### src/rtl/mult_dispatch_if.sv
// Operand/result bus between producer, dispatcher, multiplier core and result consumer.
interface mult_dispatch_if #(
    parameter int unsigned DEPTH = 4
);
    localparam int unsigned CW = $clog2(DEPTH) + 1;

    logic          in_valid;
    logic          in_ready;
    logic [7:0]    in_multiplier;
    logic [7:0]    in_multiplicand;
    logic          mult_reset;
    logic [7:0]    multiplier;
    logic [7:0]    multiplicand;
    logic [15:0]   product;
    logic          done;
    logic          res_valid;
    logic          res_ready;
    logic [15:0]   res_product;
    logic          res_timeout;
    logic [CW-1:0] fifo_count;

    // Dispatcher side.
    modport slave (
        input  in_valid, in_multiplier, in_multiplicand, product, done, res_ready,
        output in_ready, mult_reset, multiplier, multiplicand, res_valid, res_product,
               res_timeout, fifo_count
    );

    // Producer / core / consumer side.
    modport master (
        output in_valid, in_multiplier, in_multiplicand, product, done, res_ready,
        input  in_ready, mult_reset, multiplier, multiplicand, res_valid, res_product,
               res_timeout, fifo_count
    );
endinterface

### src/rtl/mult_dispatch.sv
// Queues signed operand pairs and sequences them one at a time through an external
// multiplier core, with a timeout guard and a held result register.
module mult_dispatch #(
    parameter int unsigned DEPTH   = 4,
    parameter int unsigned TIMEOUT = 32
) (
    input  logic           clk,
    input  logic           reset,
    mult_dispatch_if.slave bus
);
    localparam int unsigned AW = $clog2(DEPTH);
    localparam int unsigned CW = AW + 1;
    localparam int unsigned TW = 8;

    typedef enum logic [1:0] {
        IDLE = 2'd0,
        LOAD = 2'd1,
        RUN  = 2'd2,
        HOLD = 2'd3
    } state_t;

    state_t        state;
    state_t        state_nx;
    logic [7:0]    fifo_mplr [DEPTH];
    logic [7:0]    fifo_mcnd [DEPTH];
    logic [AW-1:0] wr_ptr;
    logic [AW-1:0] rd_ptr;
    logic [CW-1:0] count;
    logic [CW-1:0] count_nx;
    logic          in_ready_q;
    logic          push;
    logic          pop;
    logic [TW-1:0] timer;
    logic [TW-1:0] timer_nx;
    logic          capture;
    logic          abort;
    logic          mult_reset_q;
    logic          mult_reset_nx;
    logic          res_valid_q;
    logic          res_valid_nx;
    logic [15:0]   res_product_q;
    logic [15:0]   res_product_nx;
    logic          res_timeout_q;
    logic          res_timeout_nx;
    logic [7:0]    mplr_q;
    logic [7:0]    mcnd_q;

    // Ready is registered, so a full FIFO never takes a push even if it pops that cycle.
    assign push     = bus.in_valid && in_ready_q;
    assign pop      = (state == IDLE) && (count != '0);
    assign count_nx = count + CW'(push) - CW'(pop);

    assign bus.in_ready     = in_ready_q;
    assign bus.fifo_count   = count;
    assign bus.mult_reset   = mult_reset_q;
    assign bus.multiplier   = mplr_q;
    assign bus.multiplicand = mcnd_q;
    assign bus.res_valid    = res_valid_q;
    assign bus.res_product  = res_product_q;
    assign bus.res_timeout  = res_timeout_q;

    // FIFO storage; contents are only meaningful between the pointers.
    always_ff @(posedge clk) begin
        if (push) begin
            fifo_mplr[wr_ptr] <= bus.in_multiplier;
            fifo_mcnd[wr_ptr] <= bus.in_multiplicand;
        end
    end

    // FIFO pointers (wrap naturally at DEPTH), occupancy and ready.
    always_ff @(posedge clk or negedge reset) begin
        if (!reset) begin
            wr_ptr     <= '0;
            rd_ptr     <= '0;
            count      <= '0;
            in_ready_q <= 1'b1;
        end else begin
            if (push) wr_ptr <= wr_ptr + AW'(1);
            if (pop)  rd_ptr <= rd_ptr + AW'(1);
            count      <= count_nx;
            in_ready_q <= (count_nx < CW'(DEPTH));
        end
    end

    // Operand registers: loaded on pop, held through LOAD/RUN/HOLD.
    always_ff @(posedge clk or negedge reset) begin
        if (!reset) begin
            mplr_q <= '0;
            mcnd_q <= '0;
        end else if (pop) begin
            mplr_q <= fifo_mplr[rd_ptr];
            mcnd_q <= fifo_mcnd[rd_ptr];
        end
    end

    // State and RUN timer register.
    always_ff @(posedge clk or negedge reset) begin
        if (!reset) begin
            state <= IDLE;
            timer <= '0;
        end else begin
            state <= state_nx;
            timer <= timer_nx;
        end
    end

    // Next state; done is ignored in the first RUN cycle since it may be left over.
    always_comb begin
        state_nx = state;
        timer_nx = timer;
        capture  = 1'b0;
        abort    = 1'b0;
        case (state)
            IDLE: if (pop) state_nx = LOAD;
            LOAD: begin
                state_nx = RUN;
                timer_nx = '0;
            end
            RUN: begin
                timer_nx = timer + TW'(1);
                if ((timer != '0) && bus.done) begin
                    capture  = 1'b1;
                    state_nx = HOLD;
                end else if (timer == TW'(TIMEOUT - 1)) begin
                    abort    = 1'b1;
                    state_nx = HOLD;
                end
            end
            HOLD: if (bus.res_ready) state_nx = IDLE;
            default: state_nx = IDLE;
        endcase
    end

    // Next values of the registered outputs.
    always_comb begin
        mult_reset_nx  = (state_nx == LOAD);
        res_valid_nx   = (state_nx == HOLD);
        res_product_nx = res_product_q;
        res_timeout_nx = res_timeout_q;
        if (capture) begin
            res_product_nx = bus.product;
            res_timeout_nx = 1'b0;
        end else if (abort) begin
            res_product_nx = '0;
            res_timeout_nx = 1'b1;
        end
    end

    // Output registers; mult_reset holds the core in restart while reset is asserted.
    always_ff @(posedge clk or negedge reset) begin
        if (!reset) begin
            mult_reset_q  <= 1'b1;
            res_valid_q   <= 1'b0;
            res_product_q <= '0;
            res_timeout_q <= 1'b0;
        end else begin
            mult_reset_q  <= mult_reset_nx;
            res_valid_q   <= res_valid_nx;
            res_product_q <= res_product_nx;
            res_timeout_q <= res_timeout_nx;
        end
    end
endmodule
### src/flat_wrapper.sv
// flat-port wrapper written by rule: the top's interface ports become plain ports
module mult_dispatch_flat 
#(
    parameter int unsigned DEPTH   = 4,
    parameter int unsigned TIMEOUT = 32
)
  (clk, reset, bus_in_valid, bus_in_multiplier, bus_in_multiplicand, bus_product, bus_done, bus_res_ready, bus_in_ready, bus_mult_reset, bus_multiplier, bus_multiplicand, bus_res_valid, bus_res_product, bus_res_timeout, bus_fifo_count);
  mult_dispatch_if #(.DEPTH(DEPTH)) bus_i ();
  input  logic clk;
  input  logic reset;
  input wire logic [$bits(bus_i.in_valid)-1:0] bus_in_valid;
  input wire logic [$bits(bus_i.in_multiplier)-1:0] bus_in_multiplier;
  input wire logic [$bits(bus_i.in_multiplicand)-1:0] bus_in_multiplicand;
  input wire logic [$bits(bus_i.product)-1:0] bus_product;
  input wire logic [$bits(bus_i.done)-1:0] bus_done;
  input wire logic [$bits(bus_i.res_ready)-1:0] bus_res_ready;
  output wire logic [$bits(bus_i.in_ready)-1:0] bus_in_ready;
  output wire logic [$bits(bus_i.mult_reset)-1:0] bus_mult_reset;
  output wire logic [$bits(bus_i.multiplier)-1:0] bus_multiplier;
  output wire logic [$bits(bus_i.multiplicand)-1:0] bus_multiplicand;
  output wire logic [$bits(bus_i.res_valid)-1:0] bus_res_valid;
  output wire logic [$bits(bus_i.res_product)-1:0] bus_res_product;
  output wire logic [$bits(bus_i.res_timeout)-1:0] bus_res_timeout;
  output wire logic [$bits(bus_i.fifo_count)-1:0] bus_fifo_count;
  assign bus_i.in_valid = bus_in_valid;
  assign bus_i.in_multiplier = bus_in_multiplier;
  assign bus_i.in_multiplicand = bus_in_multiplicand;
  assign bus_i.product = bus_product;
  assign bus_i.done = bus_done;
  assign bus_i.res_ready = bus_res_ready;
  assign bus_in_ready = bus_i.in_ready;
  assign bus_mult_reset = bus_i.mult_reset;
  assign bus_multiplier = bus_i.multiplier;
  assign bus_multiplicand = bus_i.multiplicand;
  assign bus_res_valid = bus_i.res_valid;
  assign bus_res_product = bus_i.res_product;
  assign bus_res_timeout = bus_i.res_timeout;
  assign bus_fifo_count = bus_i.fifo_count;
  mult_dispatch #(.DEPTH(DEPTH), .TIMEOUT(TIMEOUT)) u_core (.clk(clk), .reset(reset), .bus(bus_i));
endmodule
### config.mk
export PLATFORM = sky130hd
export DESIGN_NAME = mult_dispatch_flat
export DESIGN_NICKNAME = d
export VERILOG_FILES = /design/src/rtl/mult_dispatch_if.sv /design/src/rtl/mult_dispatch.sv /design/src/flat_wrapper.sv
export SDC_FILE = /design/constraint.sdc
export NUM_CORES = 1
export LEC_CHECK = 0
export CORE_ASPECT_RATIO = 0.9
export CORE_UTILIZATION = 40
export CTS_CLUSTER_DIAMETER = 200
export DETAILED_ROUTE_END_ITERATION = 6
export GPL_ROUTABILITY_DRIVEN = 0
export PLACE_DENSITY = 0.62
export SKIP_LAST_GASP = 1
export SLEW_MARGIN = 5
export SYNTH_ARGS = -nofsm -noshare
export SYNTH_HDL_FRONTEND = slang
export SYNTH_SLANG_ARGS = --single-unit
### constraint.sdc
create_clock -name clk -period 5.9 [get_ports clk]
set_input_delay 1.18 -clock clk [delete_from_list [all_inputs] [get_ports clk]]
set_output_delay 1.18 -clock clk [all_outputs]
set_load 0.05 [all_outputs]
==> results.txt, run 1 <==
Leakage power figure: 2.43 nW
Fin. Hold Viols: 0
First-pass DRT Iterations: 4
TritonCTS Sinks: 117
Max Clock Skew: 0.00913 ns
Clk_lat worst skew: 0.41 ns
HP Class: reg2reg
TritonCTS Buffers: 17
Initial Utilization: 0.410
Syn_nets: 355
Post-synth EDFFs: 64
DRT antenna net count: 0
WP data required: 6.19 ns
Warnings from Yosys: 0
Layout area overhead: 31.7%
GRT Overall Usage: 0.163
Crit-path cells: inv_1 > ha_1 > nor2b_2 > ha_1 > inv_1 > ha_1 > inv_1 > fa_1 > xnor2_1 > xor2_1 > inv_1
Net Sw Frac: 0.360
DRC: 0
Comb power frac: 0.373
Critical path type: reg2reg
Top-level I/O count: 76
Dpl ws: 2.54 ns
Startpoint Class: flop
CP max FO: 19
Antenna cells: 0
Port buffer count: 75
Largest net degree at the start of global routing: 54
Fin nets: 436
HPWL Detailed: 5610 um
DRT iter0 DRCs: 178
Share of layout cells above drive strength 1: 0.160
Pins Over Slew Limit: 0
Initial antenna violation count: 0
Via Count: 2700
P per Cell Area: 596 nW/um^2
Syn Inst Count: 305
Synthesized area: 4690 sq um
Ys async rst share: 0.453
Global-route wire length before repair: 14600 um
FMAX: 302 MHz
Final WS setup: 2.59 ns
Detail-routed via count per cell: 4.86
Clk root buf: clkbuf_16
DIE HEIGHT: 105 um
Slowest CP cell: nor2b_2
Crit path DAT: 3.60 ns
Net load switching power: 1.32 mW
CTS tree: yes
Status: completed
Cts hold-fix bufs: 0
Internal power: 2.36 mW
Sequential cell area fraction in the yosys report: 0.693
Finish-stage setup viols: 0
Setup TNS: 0 ns
Register share of total power: 0.343
Final min period: 3.31 ns
Grt ovf: 0
CP Capture Type: flop
Max cap viols: 0
Vias in the first global route: 2902
Clock share of power: 0.284
Core ar.: 11400 sq um
Full die area: 12200 sq um
Worst-case clock buffer depth: 2
Synth cell types: 40
Worst Tran Pin Value: 1.16 ns
VDD IR max: 292 uV
Ys flop type: edfxtp_1
Die width: 116 um
FF+latch count, synth: 117
DR WL/cell: 16.0 um
Worst slew margin: 0.223
RSZ-0062 raised after global routing: false
# Post-CTS Setup Buffers: 0
Period utilisation layout: 0.561
Resize count post-CTS: 0
Slowest Stage Delay on Critical Path: 0.96 ns
CTS clock-pin slew for the worst setup and hold paths: 0.05 ns
Most frequent cell on the critical path: inv_1
H-Tree Depth: 4
Avg Cell Area, Syn: 15.4 sq um
Row count: 37
Post-Route WL: 8870 um
state kept, by name (all words and copies together), names as in the netlist:
name                     flops
u_core.fifo_mplr            32
u_core.bus.res_timeout       1
u_core.bus.multiplier        8
u_core.rd_ptr                2
u_core.bus.multiplicand      8
u_core.bus.res_product      16
u_core.bus.mult_reset        1
u_core.timer                 8
u_core.bus.fifo_count        3
u_core.wr_ptr                2
u_core.bus.in_ready          1
u_core.state                 2
u_core.bus.res_valid         1
u_core.fifo_mcnd            32
cells in the final DEF (no fill, tap or decap), types with 4 or more instances in the layout:
master / instances
nand2_1: 45
dfrtp_1: 51
and3_1: 5
mux4_2: 16
edfxtp_1: 64
mux2_2: 16
bufinv_16: 4
nand3_1: 25
ha_1: 12
clkdlybuf4s50_1: 74
nor2_1: 5
inv_1: 13
clkbuf_1: 5
clkbuf_16: 17
o21ai_0: 5
kinds of logic (layout without fill, tap and decap cells):
family | Yosys count | count (layout) | share of synthesized area
multiplexers | 33 | 33 | 0.117
buffers and inverters | 27 | 121 | 0.0240
flip-flops | 117 | 117 | 0.693
AO/OA/AOI/OAI | 17 | 17 | 0.0278
AND/OR/NAND/NOR | 93 | 93 | 0.0918
XOR/XNOR | 5 | 5 | 0.00934
adder cells (fa/ha/maj) | 13 | 13 | 0.0363
Yosys cell counts, types with 3 or more instances:
library cell,number,share of area
mux4_2,16,0.077
nand2_1,45,0.036
mux2_2,16,0.038
ha_1,12,0.032
inv_1,13,0.010
nor2_1,5,0.0040
edfxtp_1,64,0.41
clkbuf_1,9,0.0072
xnor2_1,3,0.0056
o21ai_0,5,0.0053
and3_1,5,0.0067
dfrtp_1,51,0.27
buf_2,3,0.0032
nand3_1,25,0.027
area by class of cell:
cell class | instances | area (sq um)
Tap cell | 156 | 195
Fill cell | 969 | 5260
Sequential cell | 117 | 3250
Clock inverter | 10 | 156
Multi-Input combinational cell | 161 | 1330
Timing Repair Buffer | 76 | 753
Clock buffer | 22 | 444
Inverter | 13 | 48.8
metal layers:
metal / routed length, um / part of all wire / vias up / global-route usage
li1: - / - / 1280 / -
met1: 3950 / 0.45 / 1336 / 0.200
met2: 4290 / 0.48 / 72 / 0.262
met3: 515 / 0.058 / 12 / 0.0603
met4: 116 / 0.013 / 0 / 0.0577
met5: 0 / 0 / - / 0
power groups by stage:
stage               Sequential [mW]  Clock (mW)  Combinational (mW)
floorplan                      1.66           0               0.561
global placement               1.27           0                1.37
detailed placement             1.29           0                1.39
CTS                            1.27        1.06                1.39
global route                   1.30        1.10                1.47
finish                         1.26        1.04                1.37
final timing paths:
path	slack, ns	cells after the start	endpoint	start
worst min register to register	0.50	2	u_core.bus.res_product[9]	u_core.bus.res_product[9]
worst min-delay path	0.50	2	u_core.bus.res_product[9]	u_core.bus.res_product[9]
max in group asynchronous	4.52	2	u_core.bus.res_product[2]	reset
min in group asynchronous	0.92	2	u_core.timer[2]	reset
worst max-delay path	2.59	11	u_core.bus.fifo_count[2]	u_core.state[1]
worst max register to register	2.59	11	u_core.bus.fifo_count[2]	u_core.state[1]
through the flow:
stage	util	cell area, sq um	std cells	total power, mW	hold WS [ns]
6_report	0.540	6180	555	3.68	0.496
5_1_grt	0.540	6180	555	3.87	0.522
4_1_cts	0.540	6180	555	3.73	0.501
3_5_place_dp	0.488	5580	523	2.68	0.490
3_3_place_gp	0.488	5580	523	2.64	0.482
2_1_floorplan	-	4690	305	2.22	0.498
worst max-delay path, delay by kind of cell (launching register included):
kind | cells | cell delay, ns
AND/OR/NAND/NOR | 1 | 0.96
flip-flops | 1 | 0.42
XOR/XNOR | 2 | 0.40
buffers and inverters | 4 | 0.27
adder cells (fa/ha/maj) | 4 | 1.15
No activity file was read; power rests on OpenSTA's default activity.
==> inputs of run 2 (changes only) <==
==> constraint.sdc (replaced) <==
create_clock -name clk -period 3.4 [get_ports clk]
set_input_delay 0.68 -clock clk [delete_from_list [all_inputs] [get_ports clk]]
set_output_delay 0.68 -clock clk [all_outputs]
set_load 0.05 [all_outputs]
==> results.txt, run 2 (synthesis results as in run 1) <==
Status: completed
H-Tree Depth: 4 (unchanged)
Leakage power figure: 2.47 nW (+1.6%)
Top-level I/O count: 76 (unchanged)
Crit path buf inv count: 1 (-3)
Worst Tran Pin Value: 1.09 ns (-0.0700 ns)
VDD IR max: 680 uV (+130%)
First-pass DRT Iterations: 4 (unchanged)
TritonCTS Buffers: 17 (unchanged)
# Post-CTS Setup Buffers: 0 (unchanged)
Final min period: 2.46 ns
DRT iter0 DRCs: 82 (-54%)
FMAX: 406 MHz
Core ar.: 11400 sq um (unchanged)
Worst-case clock buffer depth: 2 (unchanged)
Flop2flop setup slack: 1.02 ns (-1.57 ns)
Worst reg2reg path endpoint: u_core.bus.fifo_count[2]
Die width: 116 um (unchanged)
Busiest grt layer: met2
Met1 Use GR: 0.198 (-0.00212)
HP Class: in2async
GRT Overall Usage: 0.159 (-0.00409)
Row count: 37 (unchanged)
RSZ-0062 raised after global routing: false
Met2 Use GR: 0.251 (-0.0111)
Startpoint Class: flop
Crit path DAT: 1.78 ns (-1.82 ns)
Period utilisation layout: 0.724
Clk root buf: clkbuf_16
Vias in the first global route: 2815 (-3.0%)
Dpl ws: 0.856 ns (-1.68 ns)
Final instance area: 6230 sq um (+0.81%)
Slowest CP cell: clkdlybuf4s50_1
Setup TNS: 0 ns (unchanged)
WP data required: 2.72 ns (-3.47 ns)
CP max FO: 6 (-13)
Grt ovf: 0 (unchanged)
P per Cell Area: 1030 nW/um^2 (+72%)
Finish-stage setup viols: 0 (unchanged)
Port buffer count: 75 (unchanged)
Global-route wire length before repair: 14100 um (-2.9%)
Area of the multi-input gates: 1330 sq um (unchanged)
Worst slew margin: 0.272 (+0.0490)
Layout area overhead: 32.8%
HPWL Detailed: 5590 um (-0.33%)
Global routing usage on met3: 0.0592 (-0.00116)
FF-to-FF Start: u_core.state[0]
Initial antenna violation count: 0 (unchanged)
FF/Latch Area: 3250 sq um (unchanged)
TritonCTS Sinks: 117 (unchanged)
Cts hold-fix bufs: 0 (unchanged)
Post-Route WL: 8740 um (-1.5%)
Fin nets: 442 (+1.4%)
Antenna cells: 0 (unchanged)
DR WL/cell: 15.6 um (-2.5%)
CP top delay family: buffers and inverters
Reg2Reg Depth: 11 (unchanged)
Slowest Stage Delay on Critical Path: 0.81 ns (-0.15 ns)
DRT antenna net count: 0 (unchanged)
Fin. Hold Viols: 0 (unchanged)
DP Area: 5620 sq um (+0.81%)
Largest net degree at the start of global routing: 45 (-17%)
Pins Over Slew Limit: 0 (unchanged)
Filler cells: 941 (-2.9%)
DIE HEIGHT: 105 um (unchanged)
Crit-path cells: clkdlybuf4s50_1
Most frequent cells in the layout: 74 x clkdlybuf4s50_1, 64 x edfxtp_1, 51 x dfrtp_1
Critical path type: reg2out
CP Capture Type: output port
Share of layout cells above drive strength 1: 0.188 (+0.0273)
Max Clock Skew: 0.00847 ns (-0.000660 ns)
Detail-routed via count per cell: 4.81 (-1.1%)
Max cap viols: 0 (unchanged)
Full die area: 12200 sq um (unchanged)
Resize count post-CTS: 0 (unchanged)
Clk_lat worst skew: 0.41 ns (about the same)
Initial Utilization: 0.410 (unchanged)
CTS clock-pin slew for the worst setup and hold paths: 0.06 ns (about the same)
Final core occ: 0.544 (+0.00438)
Via Count: 2700 (unchanged)
Most common cell after layout, fill and taps aside: clkdlybuf4s50_1
DRC: 0 (unchanged)
Final WS setup: 0.939 ns (-1.65 ns)
CTS tree: yes
## run 2: changes by cell type in the layout (fill, tap and decap cells not counted)
cell,before,now
bufinv_16,4,3
inv_6,0,3
clkinv_4,1,4
clkbuf_1,5,0
buf_4,1,7
clkinv_2,1,2
clkinv_1,2,1
## run 2: worst max-delay path by stage
| stage | startpoint | end | slack (ns) | cells past startpoint |
|---|---|---|---|---|
| global route | u_core.state[0] | u_core.bus.fifo_count[2] | 0.80 | 11 |
| CTS | u_core.bus.in_ready | bus_in_ready | 0.92 | 1 |
| floorplan | u_core.bus.fifo_count[1] | u_core.bus.fifo_count[2] | 0.34 | 12 |
| detailed placement | bus_in_valid | u_core.bus.fifo_count[2] | 0.86 | 9 |
| global placement | bus_in_valid | u_core.bus.fifo_count[2] | 0.91 | 9 |
| finish | u_core.bus.in_ready | bus_in_ready | 0.94 | 1 |
## run 2: metrics by stage
step	std cells	hold slack, ns	power (mW)
2_1_floorplan	305	0.384	3.85
3_3_place_gp	529	0.480	4.62
3_5_place_dp	529	0.483	4.66
4_1_cts	561	0.496	6.48
5_1_grt	561	0.513	6.74
6_report	561	0.460	6.40
## run 2: cell type report
cell class | count | share of cell area
clock buffer | 17 | 0.0683
clock inverter | 15 | 0.0289
inverter | 13 | 0.00784
multi-input combinational | 161 | 0.213
sequential | 117 | 0.522
tap | 156 | 0.0314
timing repair buffer | 82 | 0.128
## run 2: power breakdown
group          switching, mW  total [mW]  internal (mW)  leakage (nW)
sequential             0.217        2.13           1.91          1.24
clock                  0.641        1.80           1.16         0.292
combinational           1.49        2.47          0.988         0.940
total                   2.34        6.40           4.05          2.47
## run 2: routing by layer
layer	wire, um	vias up
li1	-	1300
met1	3880	1308
met2	4170	79
met3	582	13
met4	108	0
met5	0	-
==> inputs of run 3 (changes only) <==
==> constraint.sdc (replaced) <==
create_clock -name clk -period 2.29 [get_ports clk]
set_input_delay 0.458 -clock clk [delete_from_list [all_inputs] [get_ports clk]]
set_output_delay 0.458 -clock clk [all_outputs]
set_load 0.05 [all_outputs]
==> results.txt, run 3 (synthesis results as in run 1) <==
Status: completed
Startpoint Class: flop
Grt ovf: 0 (unchanged)
DRT iter0 DRCs: 156 (+90%)
Final min period: 2.21 ns
P per Cell Area: 1540 nW/um^2 (+50%)
Post-Route WL: 8960 um (+2.6%)
Flop2flop setup slack: 0.13 ns (-0.89 ns)
Slowest CP cell: clkdlybuf4s50_1
CTS tree: yes
Top-level I/O count: 76 (unchanged)
Max Clock Skew: 0.00940 ns (+0.000929 ns)
Worst reg2reg path endpoint: u_core.bus.fifo_count[2]
Dpl cells: 537 (+1.5%)
CP max FO: 1 (-5)
Worst setup path endpoint: bus_mult_reset
H-Tree Depth: 4 (unchanged)
Clk root buf: clkbuf_16
Clk_lat worst skew: 0.41 ns (about the same)
VDD IR max: 757 uV (+11%)
Die width: 116 um (unchanged)
GRT Overall Usage: 0.168 (+0.00930)
Fin. Hold Viols: 0 (unchanged)
Most common cell after layout, fill and taps aside: clkdlybuf4s50_1
DRT antenna net count: 0 (unchanged)
Largest net degree at the start of global routing: 54 (+20%)
Initial Utilization: 0.410 (unchanged)
Port buffer count: 75 (unchanged)
Via Count: 2786 (+3.2%)
WP data required: 1.83 ns (-0.89 ns)
HPWL Detailed: 5710 um (+2.1%)
Final core occ: 0.557 (+0.0124)
Pins Over Slew Limit: 0 (unchanged)
Finish-stage setup viols: 0 (unchanged)
Reg2Reg Depth: 11 (unchanged)
Cts hold-fix bufs: 0 (unchanged)
Worst slew margin: 0.496 (+0.223)
CTS clock-pin slew for the worst setup and hold paths: 0.05 ns (about the same)
CP Capture Type: output port
Max cap viols: 0 (unchanged)
CP top delay family: buffers and inverters
Crit-path cells: clkdlybuf4s50_1
Fin nets: 450 (+1.8%)
HP Class: in2async
DIE HEIGHT: 105 um (unchanged)
Global-route wire length before repair: 14800 um (+4.3%)
Share of layout cells above drive strength 1: 0.232 (+0.0448)
Full die area: 12200 sq um (unchanged)
Vias in the first global route: 2955 (+5.0%)
Period utilisation layout: 0.963
First-pass DRT Iterations: 4 (unchanged)
Critical path type: reg2out
RSZ-0062 raised after global routing: true
TritonCTS Buffers: 17 (unchanged)
Worst-case clock buffer depth: 2 (unchanged)
Final WS setup: 0.0849 ns (-0.855 ns)
Initial antenna violation count: 0 (unchanged)
Start point of the critical path: u_core.bus.mult_reset
Core ar.: 11400 sq um (unchanged)
Worst Tran Pin Value: 0.747 ns (-0.343 ns)
# Post-CTS Setup Buffers: 0 (unchanged)
FMAX: 453 MHz
FF-to-FF Start: u_core.state[0]
FF/Latch Area: 3250 sq um (+0.12%)
TritonCTS Sinks: 117 (unchanged)
DRC: 0 (unchanged)
Layout area overhead: 35.8%
Crit path buf inv count: 1 (unchanged)
Crit path DAT: 1.75 ns (-0.03 ns)
Leakage power figure: 2.53 nW (+2.5%)
Final std cells w/o fill: 569 (+1.4%)
Antenna cells: 0 (unchanged)
Area of the multi-input gates: 1390 sq um (+4.3%)
Row count: 37 (unchanged)
DR WL/cell: 15.8 um (+1.1%)
Filler cells: 963 (+2.3%)
Slowest Stage Delay on Critical Path: 0.80 ns (about the same)
CP Depth: 1 (unchanged)
Detail-routed via count per cell: 4.90 (+1.7%)
Most frequent cells in the layout: 73 x clkdlybuf4s50_1, 64 x edfxtp_1, 48 x dfrtp_1
Dpl ws: 0.0363 ns (-0.819 ns)
run 3: cell types whose count changed in the layout (fill, tap and decap cells not counted), sizes merged:
cell           delta
inv               -3
clkbuf            +1
bufinv            +1
clkdlybuf4s50     -1
dlymetal6s2s      +1
clkinvlp          +1
buf               +8
run 3: routing by layer:
metal	track usage	up-vias	routed length [um]
met5	0	-	0
met4	0.0769	0	138
met3	0.0603	14	440
met2	0.254	65	4240
met1	0.216	1391	4140
li1	-	1316	-
run 3: area by class of cell:
class	instances	share of cell area
timing repair buffer	90	0.135
sequential	117	0.511
multi-input combinational	161	0.218
inverter	13	0.00766
tap	156	0.0307
clock inverter	14	0.0289
clock buffer	18	0.0690
run 3: worst min-delay path by stage:
stage	start	endpoint	slack (ns)	cells after the start
after floorplan	reset	u_core.bus.fifo_count[0]	0.16	0
after global placement	u_core.bus.res_product[0]	u_core.bus.res_product[0]	0.48	2
after detailed placement	u_core.bus.res_product[4]	u_core.bus.res_product[4]	0.49	2
after CTS	reset	u_core.bus.res_product[6]	0.21	2
after global routing	reset	u_core.bus.res_product[6]	0.24	2
final	reset	u_core.bus.res_product[6]	0.18	2
run 3: what timing repair did:
item / CTS / global route
setup endpoints to repair: 0 / 2
hold endpoints to repair: 0 / 0
resized for setup: 0 / 3
run 3: power by group:
group	total, mW	internal [mW]	switching, mW
logic	3.90	1.61	2.29
registers	3.14	2.84	0.302
clock network	2.76	1.84	0.920
total	9.80	6.29	3.51
run 3: through the flow:
step	area, sq um	total power [mW]	hold WS [ns]	setup TNS (ns)
after global placement	5740	7.06	0.479	0
final	6370	9.80	0.184	0
after detailed placement	5740	7.13	0.487	0
after floorplan	4770	5.90	0.162	-0.157
after CTS	6360	9.93	0.205	0
after global routing	6370	10.3	0.237	-0.00934
